## src/rtl/uart_pkg.sv

```systemverilog
// Shared types and constants for the UART receive path.
package uart_pkg;

  typedef enum logic [0:0] {
    StIdle,
    StRun
  } rx_state_e;

  localparam logic [3:0] UART_BIT_START = 4'd0;
  localparam logic [3:0] UART_BIT_STOP  = 4'd9;

  localparam int unsigned UART_BAUD_DIV = 434;

endpackage

```

## src/rtl/uart_baud_tick.sv

```systemverilog
// Bit-period counter: wrap strobe at the end of each bit, mid strobe at bit centre.
module uart_baud_tick
  import uart_pkg::*;
#(
  parameter int unsigned BAUD_DIV = UART_BAUD_DIV
) (
  input  logic clk,
  input  logic rst_n,
  input  logic run_en_i,
  output logic wrap_o,
  output logic mid_o
);

  localparam int unsigned CntW = $clog2(BAUD_DIV);
  localparam logic [CntW-1:0] Last = CntW'(BAUD_DIV - 1);
  localparam logic [CntW-1:0] Half = CntW'(BAUD_DIV >> 1);

  logic [CntW-1:0] bcnt_q, bcnt_d;

  // Counter is held at zero whenever not running, so neither strobe fires in idle.
  always_comb begin
    bcnt_d = '0;
    if (run_en_i) begin
      bcnt_d = (bcnt_q == Last) ? '0 : bcnt_q + CntW'(1);
    end
  end

  always_ff @(posedge clk or negedge rst_n) begin
    if (!rst_n) begin
      bcnt_q <= '0;
    end else begin
      bcnt_q <= bcnt_d;
    end
  end

  assign wrap_o = (bcnt_q == Last);
  assign mid_o  = (bcnt_q == Half);

endmodule

```

## src/rtl/uart_rx_ctrl.sv

```systemverilog
// UART receive sequencer: bit timing, stop check, holding register and error pulses.
// Optional macro UART_RX_START_CHECK_EN aborts the frame if the start bit reads high at its centre.
module uart_rx_ctrl
  import uart_pkg::*;
#(
  parameter int unsigned BAUD_DIV = UART_BAUD_DIV
) (
  input  logic       clk,
  input  logic       rst_n,
  input  logic       receive_start,
  input  logic       uart_din,
  input  logic [7:0] receive_data,
  output logic       baud_mid,
  output logic       baud_busy,
  output logic [3:0] baud_counte,
  output logic [7:0] rx_data,
  output logic       rx_valid,
  input  logic       rx_ready,
  output logic       frame_err,
  output logic       overrun_err
);

  rx_state_e  state_q, state_d;
  logic [3:0] cnt_q, cnt_d;
  logic [7:0] rx_data_q, rx_data_d;
  logic       rx_valid_q, rx_valid_d;
  logic       frame_err_q, frame_err_d;
  logic       overrun_q, overrun_d;
  logic       frame_end, good, wrap, mid, run_en;

  // Stop the bit counter on the ending edge so idle always starts from zero.
  assign run_en = (state_q == StRun) && !frame_end;

  uart_baud_tick #(
    .BAUD_DIV (BAUD_DIV)
  ) u_baud_tick (
    .clk      (clk),
    .rst_n    (rst_n),
    .run_en_i (run_en),
    .wrap_o   (wrap),
    .mid_o    (mid)
  );

  always_comb begin
    state_d     = state_q;
    cnt_d       = cnt_q;
    rx_data_d   = rx_data_q;
    rx_valid_d  = rx_valid_q;
    frame_err_d = 1'b0;
    overrun_d   = 1'b0;
    frame_end   = 1'b0;
    good        = 1'b0;
    case (state_q)
      StIdle: begin
        cnt_d = UART_BIT_START;
        if (receive_start) state_d = StRun;
      end
      StRun: begin
        if (mid && (cnt_q == UART_BIT_STOP)) begin
          frame_end = 1'b1;
          if (uart_din) good = 1'b1;
          else frame_err_d = 1'b1;
        end
`ifdef UART_RX_START_CHECK_EN
        else if (mid && (cnt_q == UART_BIT_START) && uart_din) begin
          frame_end = 1'b1;
        end
`endif
        else if (wrap) begin
          cnt_d = cnt_q + 4'd1;
        end
        if (frame_end) begin
          state_d = StIdle;
          cnt_d   = UART_BIT_START;
        end
      end
      default: state_d = StIdle;
    endcase

    // A same-cycle consume frees the holding register for the new byte.
    if (good && (!rx_valid_q || rx_ready)) begin
      rx_data_d  = receive_data;
      rx_valid_d = 1'b1;
    end else if (good) begin
      overrun_d = 1'b1;
    end else if (rx_valid_q && rx_ready) begin
      rx_valid_d = 1'b0;
    end
  end

  always_ff @(posedge clk or negedge rst_n) begin
    if (!rst_n) begin
      state_q     <= StIdle;
      cnt_q       <= UART_BIT_START;
      rx_data_q   <= 8'h00;
      rx_valid_q  <= 1'b0;
      frame_err_q <= 1'b0;
      overrun_q   <= 1'b0;
    end else begin
      state_q     <= state_d;
      cnt_q       <= cnt_d;
      rx_data_q   <= rx_data_d;
      rx_valid_q  <= rx_valid_d;
      frame_err_q <= frame_err_d;
      overrun_q   <= overrun_d;
    end
  end

  assign baud_mid    = mid && (state_q == StRun);
  assign baud_busy   = (state_q == StRun);
  assign baud_counte = cnt_q;
  assign rx_data     = rx_data_q;
  assign rx_valid    = rx_valid_q;
  assign frame_err   = frame_err_q;
  assign overrun_err = overrun_q;

endmodule

```

## config.mk

```make
export PLATFORM = sky130hd
export DESIGN_NAME = uart_rx_ctrl
export DESIGN_NICKNAME = d
export VERILOG_FILES = /design/src/rtl/uart_pkg.sv /design/src/rtl/uart_baud_tick.sv /design/src/rtl/uart_rx_ctrl.sv
export SDC_FILE = /design/constraint.sdc
export NUM_CORES = 1
export LEC_CHECK = 0
export CAP_MARGIN = 20
export CELL_PAD_IN_SITES_DETAIL_PLACEMENT = 0
export CELL_PAD_IN_SITES_GLOBAL_PLACEMENT = 1
export CORE_UTILIZATION = 35
export CTS_CLUSTER_DIAMETER = 30
export DETAILED_ROUTE_END_ITERATION = 7
export HOLD_SLACK_MARGIN = 0.02
export PLACE_DENSITY = 0.73
export SLEW_MARGIN = 20
export SYNTH_ARGS = -nofsm -noshare
export SYNTH_HDL_FRONTEND = slang
export SYNTH_SLANG_ARGS = --single-unit
```

## constraint.sdc

```tcl
create_clock -name clk -period 3.2 [get_ports clk]
set_input_delay 0.48 -clock clk [delete_from_list [all_inputs] [get_ports clk]]
set_output_delay 0.48 -clock clk [all_outputs]
set_load 0.1 [all_outputs]
```

Word level (Yosys, flattened, before mapping)
Index checks and enable logic that the tools add are counted.

operators by class
  reduce and logical (&&, ||, !) cells = 11
  mux-type cells = 23
  equality and inequality tests = 6
  bitwise operators = 1
  add/subtract/negate cells = 2

operator list
  cell                                           count
  2-to-1 mux 9 bit                               2
  2-to-1 mux 1 bit                               16
  2-to-1 mux 4 bit                               3
  adder 9 x 1 -> 9 bit, second input constant    1
  == test 9 x 8 -> 1 bit, second input constant  1
  == test 9 bit, second input constant           1
  case mux 4 bit (2 select lines)                1
  logical AND 1 bit                              5
  adder 4 x 1 -> 4 bit, second input constant    1
  == test 4 bit, second input constant           1
  AND reduction 2 bit                            2
  != test 3 x 1 -> 1 bit, second input constant  1
  != test 3 x 2 -> 1 bit, second input constant  1
  zero test 1 bit                                2
  != test 2 x 1 -> 1 bit, second input constant  1
  case mux 1 bit (2 select lines)                1
  nonzero test 2 bit                             1
  logical OR 1 bit                               1
  inverter 1 bit                                 1

storage, ports and cells
  logic and storage cells = 50
  output and inout bits = 17
  register bits = 25

Longest topological paths before layout
Gate-level depths: netlist of the first run.

  depth in word-level cells = 8
  mapped depth = 7
  mapped depth without buffers = 6

Cells and area by module
A second synthesis of the first run with hierarchy kept.

unflattened totals
  cell total of the unflattened synthesis = 94
  area total of the unflattened synthesis = 1117.3 sq um

modules (own cells, without submodules)
  module          times used  cells an instance  area an instance (sq um)  sequential area each (sq um)
  uart_rx_ctrl    1           50                 668.1                     400.4
  uart_baud_tick  1           44                 449.2                     225.2

Worst setup path before layout of the first run
OpenSTA, ideal clock, no wires.

  kind = reg2out
  from = register state_q (netlist: baud_busy)
  to = output baud_mid
  setup slack = -0.465 ns
  stages on the path, launching flop included = 3
  buffers on the path = 0
  data required time = 2.720 ns
  data arrival time = 3.185 ns
  path through = dfrtp_1 > inv_1 > nor3_1

on the way
  cells in the longest elaborated chain, start to end = 1

RTL lines
  item                      line                 source
  start: declaration        uart_rx_ctrl.sv:23   rx_state_e state_q, state_d;
  start signal: assignment  uart_rx_ctrl.sv:93   state_q <= StIdle;
  start signal: assignment  uart_rx_ctrl.sv:100  state_q <= state_d;
  logical AND 1 bit         uart_rx_ctrl.sv:109  assign baud_mid = mid && (state_q == StRun);
  end: declaration          uart_rx_ctrl.sv:13   output logic baud_mid,

No other way between the ends.

Final worst setup path of the first run
  from = register rx_data_q[6] (netlist: rx_data[6])
  to = output rx_data[6]

RTL lines
  item                      line                 source
  start: declaration        uart_rx_ctrl.sv:25   logic [7:0] rx_data_q, rx_data_d;
  start signal: assignment  uart_rx_ctrl.sv:102  rx_data_q <= rx_data_d;
  end: declaration          uart_rx_ctrl.sv:16   output logic [7:0] rx_data,

No word-level cell between the ends.

==> impl_metrics.tcl, run 1 <==
set metrics [dict create \
    outcome "finished, final reports clean" \
    comb_power_share 0.245 \
    dieWidth_um 58.9 \
    grt_max_degree 26 \
    mostFrequentLayoutCells "dfrtp_1, clkdlybuf4s50_1, nor2_1" \
    post_synth_instance_area_um2 1130 \
    cts.clk_slew.worst_paths_ns 0.14 \
    critPathArrivalTime_ns 1.82 \
    synth_compound_area_frac 0.0364 \
    fin_crit_sh 0.718 \
    dpl.hpwl_um 1520 \
    crit_fanout 2 \
    crit_path_start_kind "register" \
    seqCellArea_um2 626 \
    diodes 0 \
    fin_crit_ns 2.30 \
    dp_cells 171 \
    cts.repair.resized 0 \
    grt_overflow 0 \
    synth_nets 115 \
    internal-power_uw 493 \
    worst_r2r_path_depth 6 \
    slowest_delay_ns 1.13 \
    area_delta_synth_final_pct 32.2 \
    cts_tree "built" \
    gr-max-usage-layer "met2" \
    fp.dieH_um 58.9 \
    drive_above_1_share 0.183 \
    grt_pass1_vias 818 \
    stdcell_count 175 \
    synth_top_family_by_area "simple AND/OR/NAND/NOR gates" \
    cts_setup_buffers 0 \
    clkPwrFrac 0.187 \
    firstDrtPassIters 4 \
    synthCells 98 \
    cts_buffer_depth 2 \
    path_buf_inv 1 \
    slew_headroom 0.354 \
    cp.required_ns 2.72 \
    via_per_inst 4.60 \
    fill_cells 298 \
    antenna_found_initial 0 \
    avgSynthCellArea_um2 11.6 \
    final_common_cell "dfrtp_1" \
    ios 30 \
    finalSetupViolations 0 \
    cts_sinks 25 \
    fin_total_pwr_uw 748 \
    rrSetupSlack_ns 1.13 \
    clock_latency_ns 0.31 \
    cap_violations 0 \
    crit_chain "clkdlybuf4s50_1" \
    critPathKind "reg2out" \
    grt_pass1_wl_um 3620 \
    synth_fa_ha_area_frac 0.0442 \
    rows 20 \
    drt_iter0_drc 9 \
    num_vias 805 \
    cp-end-kind "output port" \
    ys_seq_area_frac 0.552 \
    hold_viol_final 0 \
    hold_ws_ns 0.507 \
    skew_ns 0.00681 \
    timing.rr.start "u_baud_tick.bcnt_q[1]$_DFF_PN0_" \
    place_congestion 0.762 \
    fmax_mhz 435 \
    core_um2 3050 \
    r2r_end "rx_data[7]$_DFFE_PN0P_" \
    wirelength_um 2100 \
    die_area_um2 3470 \
    synth_xor_area_frac 0.0695 \
    p_sw_uw 256 \
    ant_nets 0 \
    synth_simple_gate_area_frac 0.201 \
    cp_top_family "buffers and inverters" \
    met2_usage 0.226 \
    hold_class "in2async" \
    met3_usage 0.0352 \
    swShare 0.342 \
    cts_inserted_buffers 3 \
    layout.nets 149 \
    synth_seq_cells 25 \
    grt_util_all_layers 0.142 \
    pwr-share-seq 0.568 \
    ys_types 26 \
    irDropWorstVdd_uv 253 \
    cts_hold_buf 0 \
    routedWlPerCell_um 12.0 \
    route.detailed.drc 0 \
    initial_utilization 0.371 \
    portBuffers 29 \
    clockRootBuffer "clkbuf_4" \
    power_density_nw_per_um2 499 \
    drv_slew 0 \
    ys_warn_count 0 \
    grt_util_met1 0.181 \
    multi_input_area_um2 493 \
    worstMarginPinSlew_ns 0.966 \
    finalSetupTns_ns 0 \
    p_leak_uw 0.000671 \
    crit_slowest_cell "clkdlybuf4s50_1" \
    h-tree-depth 1 \
    rsz0062_at_grt "false" \
    yosys-mux-area-fraction 0.0795 \
]
==> cell type report <==
class | instances | area share
Sequential cell | 25 | 0.417
Tap cell | 44 | 0.0367
Clock inverter | 1 | 0.00334
Multi-Input combinational cell | 68 | 0.329
Clock buffer | 3 | 0.0150
Timing Repair Buffer | 30 | 0.189
Inverter | 4 | 0.0100
==> registers in the layout, summed over array words and instances (netlist names) <==
register / count
baud_counte: 4
u_baud_tick.bcnt_q: 9
rx_valid: 1
frame_err: 1
baud_busy: 1
rx_data: 8
overrun_err: 1
==> Yosys cell counts <==
master,n,area share
inv_1,4,0.013
nand4bb_1,2,0.020
mux2_2,8,0.079
and2_1,1,0.0055
nand3b_1,1,0.0066
dfrtp_1,25,0.55
a31oi_1,1,0.0055
buf_2,1,0.0044
a211oi_1,1,0.0066
nand4b_1,1,0.0077
xor2_1,3,0.023
ha_1,4,0.044
nor4_1,1,0.0055
nand2b_1,2,0.011
nor2_1,15,0.050
nand2_1,6,0.020
nand4_1,1,0.0055
o21ai_0,1,0.0044
xnor2_1,6,0.046
or4_4,1,0.0099
nand3_1,3,0.013
or2_2,2,0.011
nor3_1,4,0.018
o21a_1,2,0.013
nor2_8,1,0.018
o31ai_1,1,0.0066
==> per-layer routing <==
layer / part of all wire / vias up
met5: 0 / -
met4: 0.0091 / 0
met3: 0.064 / 4
met2: 0.46 / 23
met1: 0.47 / 383
li1: - / 395
==> per-stage QoR <==
step / area, µm² / utilization / setup slack [ns]
after floorplan: 1140 / - / 0.360
after global placement: 1470 / 0.482 / 1.17
after detailed placement: 1470 / 0.482 / 1.12
after CTS: 1500 / 0.491 / 0.887
after global routing: 1500 / 0.491 / 0.811
final: 1500 / 0.491 / 0.901
==> worst max-delay path by stage <==
stage | start | to | slack (ns) | depth (start not counted)
6_report | rx_data[6]$_DFFE_PN0P_ | rx_data[6] | 0.90 | 1
5_1_grt | rx_data[6]$_DFFE_PN0P_ | rx_data[6] | 0.81 | 1
4_1_cts | rx_data[5]$_DFFE_PN0P_ | rx_data[5] | 0.89 | 1
3_5_place_dp | u_baud_tick.bcnt_q[1]$_DFF_PN0_ | rx_data[0]$_DFFE_PN0P_ | 1.12 | 6
3_3_place_gp | u_baud_tick.bcnt_q[1]$_DFF_PN0_ | rx_data[7]$_DFFE_PN0P_ | 1.17 | 6
2_1_floorplan | baud_busy$_DFF_PN0_ | baud_mid | 0.36 | 2
==> kinds of logic after synthesis <==
group,Yosys count
AND/OR/NAND/NOR,41
flip-flops,25
XOR/XNOR,9
multiplexers,8
AO/OA/AOI/OAI,6
buffers and inverters,5
adder cells (fa/ha/maj),4
==> power groups by stage <==
stage          sequential [µW]  combinational [µW]  clock, µW
6_report                   425                 183        140
5_1_grt                    435                 211        166
4_1_cts                    425                 186        148
3_5_place_dp               430                 185          0
3_3_place_gp               430                 183          0
2_1_floorplan              453                99.9          0
Note: power is estimated with default switching activity, not from simulation.
==> run 2: changes to the inputs <==
--- a/config.mk
+++ b/config.mk
@@ -8,11 +8,11 @@
 export CAP_MARGIN = 20
 export CELL_PAD_IN_SITES_DETAIL_PLACEMENT = 0
 export CELL_PAD_IN_SITES_GLOBAL_PLACEMENT = 1
-export CORE_UTILIZATION = 35
+export CORE_UTILIZATION = 33
 export CTS_CLUSTER_DIAMETER = 30
 export DETAILED_ROUTE_END_ITERATION = 7
 export HOLD_SLACK_MARGIN = 0.02
-export PLACE_DENSITY = 0.73
+export PLACE_DENSITY = 0.72
 export SLEW_MARGIN = 20
 export SYNTH_ARGS = -nofsm -noshare
 export SYNTH_HDL_FRONTEND = slang
==> constraint.sdc (replaced) <==
create_clock -name clk -period 2.1 [get_ports clk]
set_input_delay 0.315 -clock clk [delete_from_list [all_inputs] [get_ports clk]]
set_output_delay 0.315 -clock clk [all_outputs]
set_load 0.1 [all_outputs]
==> run 2 against run 1 <==
Clock power increased by 46%. Utilization increased by 0.15 points. Routed wire length is 1.9% lower. Design area increased by 3.6%. Via count rose by 3.0%.
==> impl_metrics.tcl, run 2 (same netlist as run 1, synthesis figures left out) <==
set metrics [dict create \
    drive_above_1_share 0.341 \
    antenna_found_initial 0 \
    dp_slack_ns 0.0843 \
    area_delta_synth_final_pct 37.0 \
    die_area_um2 3670 \
    fmax_mhz 497 \
    cts_buffer_depth 2 \
    skew_ns 0.00337 \
    finalSetupViolations 0 \
    highest_layer "met4" \
    via_per_inst 4.55 \
    cap_violations 0 \
    worstMarginPinSlew_ns 0.317 \
    cts.repair.resized 0 \
    critPathKind "reg2reg" \
    wirelength_um 2060 \
    num_vias 829 \
    route.detailed.drc 0 \
    firstDrtPassIters 4 \
    cts_sinks 25 \
    portBuffers 29 \
    fp.dieH_um 60.6 \
    outcome "finished, final reports clean" \
    cts_hold_buf 0 \
    r2r_end "rx_data[5]$_DFFE_PN0P_" \
    wl_met3_um 153 \
    finalSetupTns_ns 0 \
    grt_util_all_layers 0.131 \
    cp.required_ns 2.30 \
    h-tree-depth 1 \
    grt_pass1_wl_um 3480 \
    diodes 0 \
    drv_slew 0 \
    rows 20 \
    initial_utilization 0.360 \
    clock_latency_ns 0.30 \
    cts_setup_buffers 0 \
    routedWlPerCell_um 11.3 \
    core_um2 3150 \
    timing.rr.start "baud_counte[1]$_DFFE_PN0P_" \
    grt_overflow 0 \
    power_density_nw_per_um2 750 \
    grt_max_degree 26 \
    ant_nets 0 \
    fin_crit_ns 2.01 \
    irDropWorstVdd_uv 422 \
    cts_inserted_buffers 3 \
    final_common_cell "buf_4" \
    largest_reg_flops 9 \
    fin_util 0.492 \
    wl_met2_um 942 \
    critPathArrivalTime_ns 2.21 \
    dieWidth_um 60.6 \
    drt_iter0_drc 36 \
    hold_viol_final 0 \
    rsz0062_at_grt "false" \
    cp-end-kind "register" \
    place_congestion 0.745 \
    ios 30 \
    crit_path_start_kind "register" \
    grt_pass1_vias 777 \
    p_leak_uw 0.000715 \
    clockRootBuffer "clkbuf_4" \
    rrSetupSlack_ns 0.09 \
    hold_class "in2async" \
    fin_total_pwr_uw 1160 \
    dpl.hpwl_um 1600 \
    slew_headroom 0.787 \
    wl_met1_um 948 \
    worst_slack_ns 0.0886 \
    cts.clk_slew.worst_paths_ns 0.13 \
    layout.nets 156 \
    crit_fanout 8 \
    largest-register "u_baud_tick.bcnt_q" \
    fin_crit_sh 0.958 \
    worst_r2r_path_depth 6 \
    cts_tree "built" \
    mostFrequentLayoutCells "buf_4, dfrtp_1, nor2_1" \
]
==> run 2: cell types whose count changed in the layout (fill, tap and decap cells not counted) <==
cell | previous run | this run
buf_12 | 0 | 1
buf_4 | 7 | 24
clkdlybuf4s50_1 | 23 | 12
dfrtp_2 | 0 | 3
inv_1 | 4 | 3
dfrtp_1 | 25 | 20
dfrtp_4 | 0 | 2
nor3_2 | 1 | 0
inv_2 | 0 | 1
clkinv_2 | 1 | 0
nor3_4 | 0 | 1
clkbuf_1 | 0 | 1
==> run 2: layout make-up <==
type	instances	area (µm²)
timing repair buffer	37	320
sequential	25	637
tap	44	55.1
clock buffer	4	26.3
multi-input combinational	68	499
inverter	4	15.0
fill	306	1600
==> run 2: how the worst max path moves through the flow <==
stage	start	cells past startpoint	end	slack [ns]
global placement	u_baud_tick.bcnt_q[1]$_DFF_PN0_	6	rx_data[3]$_DFFE_PN0P_	0.12
floorplan	baud_counte[1]$_DFFE_PN0P_	6	rx_data[0]$_DFFE_PN0P_	0.003
CTS	baud_counte[1]$_DFFE_PN0P_	6	rx_data[5]$_DFFE_PN0P_	0.06
finish	baud_counte[1]$_DFFE_PN0P_	6	rx_data[5]$_DFFE_PN0P_	0.09
global route	baud_counte[1]$_DFFE_PN0P_	6	rx_data[2]$_DFFE_PN0P_	0.002
detailed placement	baud_counte[1]$_DFFE_PN0P_	6	rx_data[5]$_DFFE_PN0P_	0.08
==> run 2: per-layer routing <==
layer  up-vias  global-route usage
met5         -                   0
met4         0              0.0487
met3         2              0.0277
met2        23               0.209
met1       391               0.174
li1        413                   -
==> run 2: worst max-delay path, cell delays in order, from the launching register on <==
cell and delay (ns):
dfrtp_4 0.52, inv_2 0.05, ha_1 0.13, nand3b_1 0.10
or4_4 0.55, nor2_8 0.19, mux2_2 0.35
==> run 2: power by group <==
part / switching (µW) / leakage, µW / internal, µW
registers: 74.9 / 0.000314 / 555
logic: 179 / 0.000386 / 152
clock network: 130 / 0.0000150 / 73.9
total: 383 / 0.000715 / 781
==> run 2: per-stage QoR <==
stage	instance area (µm²)	instances	hold slack (ns)
floorplan	1160	98	0.0194
global placement	1520	177	0.492
detailed placement	1520	177	0.499
CTS	1550	181	0.349
global route	1550	182	0.359
finish	1550	182	0.353
==> run 3: changes to the inputs <==
--- a/config.mk
+++ b/config.mk
@@ -5,7 +5,6 @@
 export SDC_FILE = /design/constraint.sdc
 export NUM_CORES = 1
 export LEC_CHECK = 0
-export CAP_MARGIN = 20
 export CELL_PAD_IN_SITES_DETAIL_PLACEMENT = 0
 export CELL_PAD_IN_SITES_GLOBAL_PLACEMENT = 1
 export CORE_UTILIZATION = 33
==> results of run 3 <==
Final layout, timing and power as in run 2 (identical DEF).
